$ cat src/rtl/mem_access_pkg.sv
// Shared constants, FSM encoding and access helpers for the memory access stage.
package mem_access_pkg;

  localparam int unsigned DEFAULT_TIMEOUT_CYCLES = 255;

  localparam logic [2:0] F3_B  = 3'b000;
  localparam logic [2:0] F3_H  = 3'b001;
  localparam logic [2:0] F3_W  = 3'b010;
  localparam logic [2:0] F3_BU = 3'b100;
  localparam logic [2:0] F3_HU = 3'b101;

  typedef enum logic {
    ST_IDLE = 1'b0,
    ST_WAIT = 1'b1
  } state_e;

  // Unsigned widths exist only for loads.
  function automatic logic f3_legal(input logic is_load, input logic [2:0] f3);
    case (f3)
      F3_B, F3_H, F3_W: return 1'b1;
      F3_BU, F3_HU:     return is_load;
      default:          return 1'b0;
    endcase
  endfunction

  function automatic logic misaligned(input logic [2:0] f3, input logic [1:0] off);
    case (f3)
      F3_H, F3_HU: return off[0];
      F3_W:        return off != 2'b00;
      default:     return 1'b0;
    endcase
  endfunction

  function automatic logic [3:0] access_be(input logic [2:0] f3, input logic [1:0] off);
    case (f3)
      F3_B, F3_BU: return 4'b0001 << off;
      F3_H, F3_HU: return 4'b0011 << off;
      default:     return 4'b1111;
    endcase
  endfunction

  function automatic logic [31:0] store_wdata(input logic [2:0] f3, input logic [31:0] data);
    case (f3)
      F3_B:    return {4{data[7:0]}};
      F3_H:    return {2{data[15:0]}};
      default: return data;
    endcase
  endfunction

endpackage

$ cat src/rtl/load_align.sv
// Selects the addressed byte/halfword lane of a read word and sign/zero extends it.
module load_align
  import mem_access_pkg::*;
(
  input  logic [31:0] rdata,
  input  logic [1:0]  byte_off,
  input  logic [2:0]  func3,
  output logic [31:0] data_c
);

  logic [31:0] shifted;

  always_comb begin
    shifted = rdata >> {byte_off, 3'b000};
    case (func3)
      F3_B:    data_c = {{24{shifted[7]}}, shifted[7:0]};
      F3_H:    data_c = {{16{shifted[15]}}, shifted[15:0]};
      F3_BU:   data_c = {24'h0, shifted[7:0]};
      F3_HU:   data_c = {16'h0, shifted[15:0]};
      default: data_c = shifted;
    endcase
  end

endmodule

$ cat src/rtl/mem_access_unit.sv
// MEM pipeline stage: issues data-bus accesses, stalls upstream until completion or
// timeout, and registers the MEM/WB writeback.
module mem_access_unit
  import mem_access_pkg::*;
#(
  parameter int unsigned TIMEOUT_CYCLES = DEFAULT_TIMEOUT_CYCLES
) (
  input  logic        Clk,
  input  logic        Reset,
  input  logic        I_Type_Load_MEM,
  input  logic        S_Type_MEM,
  input  logic [31:0] Alu_Out_MEM,
  input  logic [31:0] Address_MEM,
  input  logic [31:0] Store_Data_MEM,
  input  logic [2:0]  Func3_MEM,
  input  logic [4:0]  rd_MEM,
  input  logic        Write_Enable_MEM,
  output logic        Dmem_Req,
  output logic        Dmem_We,
  output logic [31:0] Dmem_Addr,
  output logic [31:0] Dmem_Wdata,
  output logic [3:0]  Dmem_Be,
  input  logic [31:0] Dmem_Rdata,
  input  logic        Dmem_Ack,
  output logic        Stall_MEM,
  output logic [31:0] Result_WB,
  output logic [4:0]  rd_WB,
  output logic        Write_Enable_WB,
  output logic        Misalign_Fault,
  output logic        Bus_Error
);

  localparam int unsigned CNT_W = $clog2(TIMEOUT_CYCLES + 1);

  state_e            state_q, state_d;
  logic [CNT_W-1:0]  cnt_q, cnt_d;
  logic [31:0]       addr_q, addr_d, wdata_q, wdata_d, result_q, result_d;
  logic [3:0]        be_q, be_d;
  logic [1:0]        off_q, off_d;
  logic [2:0]        f3_q, f3_d;
  logic [4:0]        rd_q, rd_d, rd_wb_q, rd_wb_d;
  logic              we_q, we_d, load_q, load_d, wb_we_q, wb_we_d;
  logic              mis_q, mis_d, berr_q, berr_d;
  logic              is_mem, fault, start, done, timeout;
  logic [31:0]       load_data;

  assign is_mem  = I_Type_Load_MEM | S_Type_MEM;
  assign fault   = is_mem & ((I_Type_Load_MEM & S_Type_MEM)
                   | ~f3_legal(I_Type_Load_MEM, Func3_MEM)
                   | misaligned(Func3_MEM, Address_MEM[1:0]));
  assign start   = (state_q == ST_IDLE) & is_mem & ~fault;
  assign done    = (state_q == ST_WAIT) & Dmem_Ack;
  assign timeout = (state_q == ST_WAIT) & ~Dmem_Ack & (cnt_q == CNT_W'(TIMEOUT_CYCLES - 1));

  load_align u_load_align (
    .rdata    (Dmem_Rdata),
    .byte_off (off_q),
    .func3    (f3_q),
    .data_c   (load_data)
  );

  always_ff @(posedge Clk or posedge Reset) begin
    if (Reset) state_q <= ST_IDLE;
    else       state_q <= state_d;
  end

  always_comb begin
    state_d = state_q;
    case (state_q)
      ST_IDLE: if (start) state_d = ST_WAIT;
      ST_WAIT: if (done || timeout) state_d = ST_IDLE;
      default: state_d = ST_IDLE;
    endcase
  end

  // Request latch, wait counter and MEM/WB writeback selection.
  always_comb begin
    cnt_d    = cnt_q;
    addr_d   = addr_q;
    wdata_d  = wdata_q;
    be_d     = be_q;
    off_d    = off_q;
    f3_d     = f3_q;
    rd_d     = rd_q;
    we_d     = we_q;
    load_d   = load_q;
    result_d = result_q;
    rd_wb_d  = rd_wb_q;
    wb_we_d  = 1'b0;
    mis_d    = 1'b0;
    berr_d   = 1'b0;
    if (state_q == ST_IDLE) begin
      cnt_d = '0;
      if (start) begin
        addr_d  = {Address_MEM[31:2], 2'b00};
        off_d   = Address_MEM[1:0];
        wdata_d = S_Type_MEM ? store_wdata(Func3_MEM, Store_Data_MEM) : 32'h0;
        be_d    = access_be(Func3_MEM, Address_MEM[1:0]);
        f3_d    = Func3_MEM;
        rd_d    = rd_MEM;
        we_d    = Write_Enable_MEM;
        load_d  = I_Type_Load_MEM;
      end else if (fault) begin
        mis_d = 1'b1;
      end else if (!is_mem) begin
        result_d = Alu_Out_MEM;
        rd_wb_d  = rd_MEM;
        wb_we_d  = Write_Enable_MEM;
      end
    end else begin
      if (done) begin
        if (load_q) result_d = load_data;
        rd_wb_d = rd_q;
        wb_we_d = load_q & we_q;
      end else if (timeout) begin
        berr_d = 1'b1;
      end else begin
        cnt_d = cnt_q + CNT_W'(1);
      end
    end
  end

  always_ff @(posedge Clk or posedge Reset) begin
    if (Reset) begin
      cnt_q    <= '0;
      addr_q   <= '0;
      wdata_q  <= '0;
      be_q     <= '0;
      off_q    <= '0;
      f3_q     <= '0;
      rd_q     <= '0;
      we_q     <= 1'b0;
      load_q   <= 1'b0;
      result_q <= '0;
      rd_wb_q  <= '0;
      wb_we_q  <= 1'b0;
      mis_q    <= 1'b0;
      berr_q   <= 1'b0;
    end else begin
      cnt_q    <= cnt_d;
      addr_q   <= addr_d;
      wdata_q  <= wdata_d;
      be_q     <= be_d;
      off_q    <= off_d;
      f3_q     <= f3_d;
      rd_q     <= rd_d;
      we_q     <= we_d;
      load_q   <= load_d;
      result_q <= result_d;
      rd_wb_q  <= rd_wb_d;
      wb_we_q  <= wb_we_d;
      mis_q    <= mis_d;
      berr_q   <= berr_d;
    end
  end

  // Stall is combinational so upstream advances in the same cycle the ack arrives.
  always_comb begin
    Stall_MEM = ~Reset & (start | ((state_q == ST_WAIT) & is_mem & ~Dmem_Ack & ~timeout));
  end

  assign Dmem_Req        = (state_q == ST_WAIT);
  assign Dmem_We         = (state_q == ST_WAIT) & ~load_q;
  assign Dmem_Addr       = addr_q;
  assign Dmem_Wdata      = wdata_q;
  assign Dmem_Be         = be_q;
  assign Result_WB       = result_q;
  assign rd_WB           = rd_wb_q;
  assign Write_Enable_WB = wb_we_q;
  assign Misalign_Fault  = mis_q;
  assign Bus_Error       = berr_q;

endmodule
$ cat config.mk
export PLATFORM = sky130hd
export DESIGN_NAME = mem_access_unit
export DESIGN_NICKNAME = d
export VERILOG_FILES = /design/src/rtl/mem_access_pkg.sv /design/src/rtl/load_align.sv /design/src/rtl/mem_access_unit.sv
export SDC_FILE = /design/constraint.sdc
export NUM_CORES = 1
export LEC_CHECK = 0
export BUFFER_PORTS_ARGS = -buffer_cell sky130_fd_sc_hd__buf_2
export CORE_MARGIN = 1.5
export CORE_UTILIZATION = 28
export CTS_BUF_LIST = sky130_fd_sc_hd__clkbuf_2
export DETAILED_ROUTE_END_ITERATION = 6
export PLACE_DENSITY_LB_ADDON = 0.12
export SLEW_MARGIN = 20
export SYNTH_ARGS = -nofsm -noshare
export SYNTH_HDL_FRONTEND = slang
export SYNTH_HIERARCHICAL = 1
export SYNTH_SLANG_ARGS = --single-unit
$ cat constraint.sdc
create_clock -name Clk -period 4.34 [get_ports Clk]
set_input_delay 0.434 -clock Clk [delete_from_list [all_inputs] [get_ports Clk]]
set_output_delay 0.434 -clock Clk [all_outputs]
set_load 0.01 [all_outputs]
=== After elaboration in Yosys (flattened, before gate mapping) ===
Index checks and enable logic that the tools add are counted.

* Bits in registers: 127
* Output and inout port bits: 111

* Add/subtract/negate cells: 1
* Eq/ne operators: 15
* Shift operators: 3
* Muxes and demuxes: 34
* Bitwise logic cells: 24
* Reduce and logical (&&, ||, !) cells: 12

{| class="wikitable"
|+ Operators with widths
! operator !! count
|-
| 32-bit 2-to-1 mux || 7
|-
| 32-bit case mux with 4 select lines || 1
|-
| 32-bit case mux with 2 select lines || 1
|-
| 32-bit by 5-bit right shift with 32-bit output || 1
|-
| 5-bit 2-to-1 mux || 5
|-
| 8-bit 2-to-1 mux || 3
|-
| 1-bit bitwise AND || 13
|-
| 1-bit 2-to-1 mux || 13
|-
| 3-bit equality test, second input constant || 4
|-
| 2-bit inequality test, second input constant || 5
|-
| 8-bit by 1-bit adder with 8-bit output, second input constant || 1
|-
| 8-bit equality test, second input constant || 1
|-
| 4-bit case mux with 2 select lines || 1
|-
| 1-bit inverter || 7
|-
| 3-bit by 1-bit equality test with 1-bit output, second input constant || 2
|-
| 3-bit logical NOT || 2
|-
| 1-bit case mux with 2 select lines || 3
|-
| 2-bit OR reduction || 3
|-
| 5-bit AND reduction || 1
|-
| 2-bit by 1-bit inequality test with 1-bit output, second input constant || 2
|-
| 1-bit OR || 4
|-
| 2-bit AND reduction || 2
|-
| 4-bit AND reduction || 1
|-
| 1-bit by 2-bit << shifter with 4-bit output, first input constant || 1
|-
| 5 further kinds || 5
|}

=== Longest topological paths before layout ===
* Depth after elaboration: 11
* Gate-level depth with buffers: 8
* Gate-level depth less buffers: 6

=== Modules after synthesis ===
Netlist, hierarchy kept.

{| class="wikitable"
|+ Modules (own cells, without submodules)
! module !! times used !! cells an instance !! area each (um^2)
|-
| mem_access_unit || 1 || 527 || 6,089.6
|-
| load_align || 1 || 107 || 694.4
|}

=== Worst setup path before layout ===
No wires, ideal clock.

* Path type: input to output
* Start point: input port Func3_MEM[1]
* End point: output port Stall_MEM
* Data arrival time: 1.879 ns
* Data required time: 3.906 ns
* Path slack: 2.027 ns
* Stages: 7
* Cell sequence: clkbuf_1 > nor2_1 > a2bb2oi_2 > or3_1 > buf_4 > buf_6 > a211oi_1

* Word-level cells in the longest chain between the ends: 11
* Elaborated cells on any way between the ends: 18
* Classes of those cells: 4 x eq/ne; 2 x mux; 8 x bitwise; 4 x reduce/logical

{| class="wikitable"
|+ RTL lines
! item !! line !! source
|-
| from (decl) || mem_access_unit.sv:15 || <nowiki>input logic [2:0] Func3_MEM,</nowiki>
|-
| 3-bit by 1-bit equality test with 1-bit output, or another cell as far along || mem_access_pkg.sv:19, mem_access_pkg.sv:27 ||
|-
| 3-bit OR reduction or 2-bit OR reduction (tied branches) || mem_access_pkg.sv:19 || <nowiki>case (f3)</nowiki>
|-
| 1-bit case mux with 2 select lines || mem_access_pkg.sv:19 ||
|-
| 1-bit inverter || mem_access_unit.sv:49 || <nowiki>| ~f3_legal(I_Type_Load_MEM, Func3_MEM)</nowiki>
|-
| 1-bit OR || mem_access_unit.sv:49 ||
|-
| 1-bit OR (*) || mem_access_unit.sv:50 || <nowiki>| misaligned(Func3_MEM, Address_MEM[1:0]));</nowiki>
|-
| 1-bit bitwise AND (*) || mem_access_unit.sv:48 || <nowiki>assign fault = is_mem & ((I_Type_Load_MEM & S_Type_MEM)</nowiki>
|-
| 1-bit inverter (*) || mem_access_unit.sv:51 || <nowiki>assign start = (state_q == ST_IDLE) & is_mem & ~fault;</nowiki>
|-
| 1-bit bitwise AND (*) || mem_access_unit.sv:51 ||
|-
| 1-bit OR (*) || mem_access_unit.sv:159 || <nowiki>Stall_MEM = ~Reset & (start | ((state_q == ST_WAIT) & is_mem & ~Dmem_Ack & ~timeout));</nowiki>
|-
| 1-bit bitwise AND (*) || mem_access_unit.sv:159 ||
|-
| to (decl) || mem_access_unit.sv:25 || <nowiki>output logic Stall_MEM,</nowiki>
|}

Every way passes the cells marked *; elsewhere a longest branch is shown, timed or not.

=== Worst setup path in the final report ===
* Start point: input port I_Type_Load_MEM
* End point: output port Stall_MEM

* Word-level cells in the longest chain between the ends: 9
* Elaborated cells on any way between the ends: 15
* Classes of those cells: 1 x mux; 14 x bitwise

{| class="wikitable"
|+ RTL lines
! item !! line !! source
|-
| from (decl) || mem_access_unit.sv:10 || <nowiki>input logic I_Type_Load_MEM,</nowiki>
|-
| 1-bit case mux with 2 select lines || mem_access_pkg.sv:19 ||
|-
| 1-bit inverter || mem_access_unit.sv:49 ||
|-
| 1-bit OR || mem_access_unit.sv:49 ||
|-
| 1-bit OR || mem_access_unit.sv:50 ||
|-
| 1-bit bitwise AND || mem_access_unit.sv:48 ||
|-
| 1-bit inverter || mem_access_unit.sv:51 ||
|-
| 1-bit bitwise AND || mem_access_unit.sv:51 ||
|-
| 1-bit OR (*) || mem_access_unit.sv:159 ||
|-
| 1-bit bitwise AND (*) || mem_access_unit.sv:159 ||
|}

Marked as above.

==> key figures <==
Setup path
  – CP max-delay cell: or3_4
  – CP max stage delay: 0.62 ns
  – Most frequent CP cell: buf_2
  – CP endpoint kind: primary output
  – CP max FO: 30
  – WP data arrival: 2.70 ns
  – Crit path launch type: input port
  – CP required: 3.91 ns
  – Crit-path cells: dlygate4sd3_1 -> buf_2 -> xnor2_1 -> a2bb2oi_2 -> buf_4 -> or3_4 -> a211oi_1 -> buf_2
  – Crit path kind: in -> out

GRT
  – First-pass GRT wire length: 32.4 mm
  – GRT Total Usage: 17.0%
  – Number of global-route vias before repair: 5,824
  – GRT overflow: 0
  – Initial antenna violation count: 1
  – Largest net degree at the start of global routing: 100

CTS
  – Inserted Clock Buffers: 17
  – CTS tree: done
  – Clock latency at the later pin of the worst-skew pair: 0.66 ns
  – CTS Buffer Depth: 2
  – H-tree depth: 4
  – Worst-path clk slew: 0.18 ns
  – Clk sinks: 127
  – Root buffer cell: clkbuf_2

Placement
  – PortBufs: 250
  – Setup WS pre-CTS: 1.29 ns
  – HPWL after detailed placement: 14.7 mm
  – Final Wtd Congestion: 0.762
  – Area post-placement: 8240 um2

Timing
  – Fin. Hold Viols: 0
  – RSZ-0062 raised after global routing: false
  – Final Cycle Share: 72.2%
  – Slew Viols, Final: 0
  – WHS: 0.120 ns
  – Slew at the pin closest to its max-slew limit: 1.05 ns
  – # setup viols final: 0
  – Sum of negative setup slack: 0 ns
  – Worst setup margin: 1.21 ns
  – Worst slew margin: 30.2%
  – Minimum clock period: 3.13 ns
  – Final clock skew: 0.0277 ns
  – Fmax: 319 MHz

Yosys
  – Number of distinct library cells after synthesis: 50
  – Largest family of logic cells by synthesized area: multiplexers
  – Synth Area in Simple Gates: 10.5%
  – Largest cells by area after synthesis: dfrtp_1 (47%), mux2_4 (12%), mux2i_1 (9.6%)
  – Register bit count reported by yosys: 127
  – FFs w/ async S/R, synth: 100%
  – Top post-synthesis cells by count: dfrtp_1 (127), nand2_1 (67), mux2i_1 (65)
  – Post-Synthesis Cells: 634
  – Yosys top cell by area: dfrtp_1
  – Xor and xnor area share after synthesis: 0.516%
  – Top-count cell post-synth: dfrtp_1
  – Ys flop type: dfrtp_1
  – EDFF count, synth: 0
  – Mapped Avg Cell Area: 10.7 um2
  – Synth top area share: 46.8%
  – Synth Warn #: 6
  – Cell Area, Synth: 6780 um2
  – Seq/Total Area, Yosys: 46.8%
  – Post-Synth Adder-Cell Area: 0.369%
  – Compound-cell area share of the yosys netlist: 14.6%
  – Multiplexer share of the synthesized area: 22.6%

Floorplanning
  – Die width: 159 um
  – Die area: 25,200 um2
  – Die H: 159 um
  – Cell row count: 56
  – Placeable Area: 23,600 um2
  – Num ports: 253
  – Initial core utilization: 28.7%

Min path
  – Worst min path class: in -> reg

Layout
  – Layout area overhead: 38.2%
  – Final Cell Area: 9380 um2
  – Final net count: 1,091
  – Share of post-route cells with drive strength above 1: 38.0%

Route
  – DRC Markers: 0
  – WL final: 21.5 mm
  – Detailed-route wire length per cell: 16.8 um
  – Via Count: 5,841
  – Vias per Instance: 4.56
  – Antenna-violating nets left: 0
  – Drt pass-1 iters: 6
  – 1st-iter DRT viols: 302

Pwr
  – PwrDens: 452 nW/um2
  – Leakage: 4.58 nW
  – Max VDD drop: 0.000195 V

Job
  – Max-Cap Viols: 0

Run status
  – Status: completed
## timing repair
action                    4_1_cts  5_1_grt
hold buffers                   87        0
hold endpoints to repair      189        0
buffers inserted                0        0
resized for setup               0        0
## routing by layer
layer	track usage [%]	wire length, um
met1	22.5	9750
met2	27.1	9930
met3	5.31	1680
met4	3.74	155
met5	0	0
## state kept, by name, indices dropped and copies added (netlist names)
signal,flops
Dmem_Addr,30
Bus_Error,1
rd_q,5
Misalign_Fault,1
off_q,2
Dmem_Req,1
we_q,1
rd_WB,5
f3_q,3
load_q,1
cnt_q,8
Result_WB,32
Dmem_Wdata,32
Dmem_Be,4
Write_Enable_WB,1
## worst max-delay path: cells and delay by family
family	cells	cell delay, ns
compound gates	2	0.40
xor+xnor	1	0.14
simple gates	1	0.62
buf+inv	4	1.08
## final cells by class
cell class,count,area [um2]
fillers,2425,14200
multi-input cells,451,3310
flip-flops and latches,127,3180
repair buffers,345,2190
well taps,319,399
clock inverters,13,164
clock buffers,19,95.1
inverters,5,23.8
diodes,2,5.00
## final timing paths
check | slack (ns) | startpoint | cells past startpoint | endpoint
worst max-delay path | 1.21 | I_Type_Load_MEM | 8 | Stall_MEM
worst min-delay path | 0.12 | Alu_Out_MEM[19] | 3 | Result_WB[19]
worst max register to register | 1.88 | Dmem_Req | 5 | Result_WB[31]
worst min register to register | 0.50 | rd_WB[2] | 2 | rd_WB[2]
max in group asynchronous | 2.83 | Reset | 4 | Result_WB[0]
min in group asynchronous | 0.52 | Reset | 3 | Dmem_Wdata[23]
## power breakdown
| group | total [W] | switching [W] | internal, W |
|---|---|---|---|
| registers | 0.00176 | 0.000242 | 0.00152 |
| logic | 0.00166 | 0.000844 | 0.000811 |
| clock network | 0.000820 | 0.000491 | 0.000329 |
| total | 0.00424 | 0.00158 | 0.00266 |
## through the flow
step	total power [W]	std cells	util [%]
after floorplan	0.00278	635	-
after global placement	0.00340	1160	34.9
after detailed placement	0.00341	1160	34.9
after CTS	0.00432	1279	39.7
after global routing	0.00456	1279	39.7
final	0.00424	1281	39.7
## cell families after synthesis
kind of cell,Yosys count
and+or+nand+nor,161
adders and majority gates,2
DFF,127
buffers and inverters,57
muxes,126
other,1
xor gates and xnor gates,4
AOI/OAI and AO/OA,156
## cell usage in the layout, fill, tap and decap left out, drive strengths merged, types with 7 or more instances in the layout
| master | Yosys | routed |
|---|---|---|
| nor2 | 57 | 57 |
| inv | 5 | 7 |
| buf | 24 | 258 |
| o31ai | 25 | 25 |
| o21ai | 42 | 42 |
| clkbuf | 28 | 19 |
| mux2i | 65 | 65 |
| nor2b | 11 | 11 |
| dlygate4sd3 | 0 | 87 |
| dfrtp | 127 | 127 |
| a21oi | 45 | 45 |
| nand2 | 67 | 67 |
| mux2 | 61 | 61 |
| o211ai | 9 | 9 |
| a211oi | 16 | 16 |
| a21boi | 9 | 9 |
Note: power is estimated with default switching activity, not from simulation.
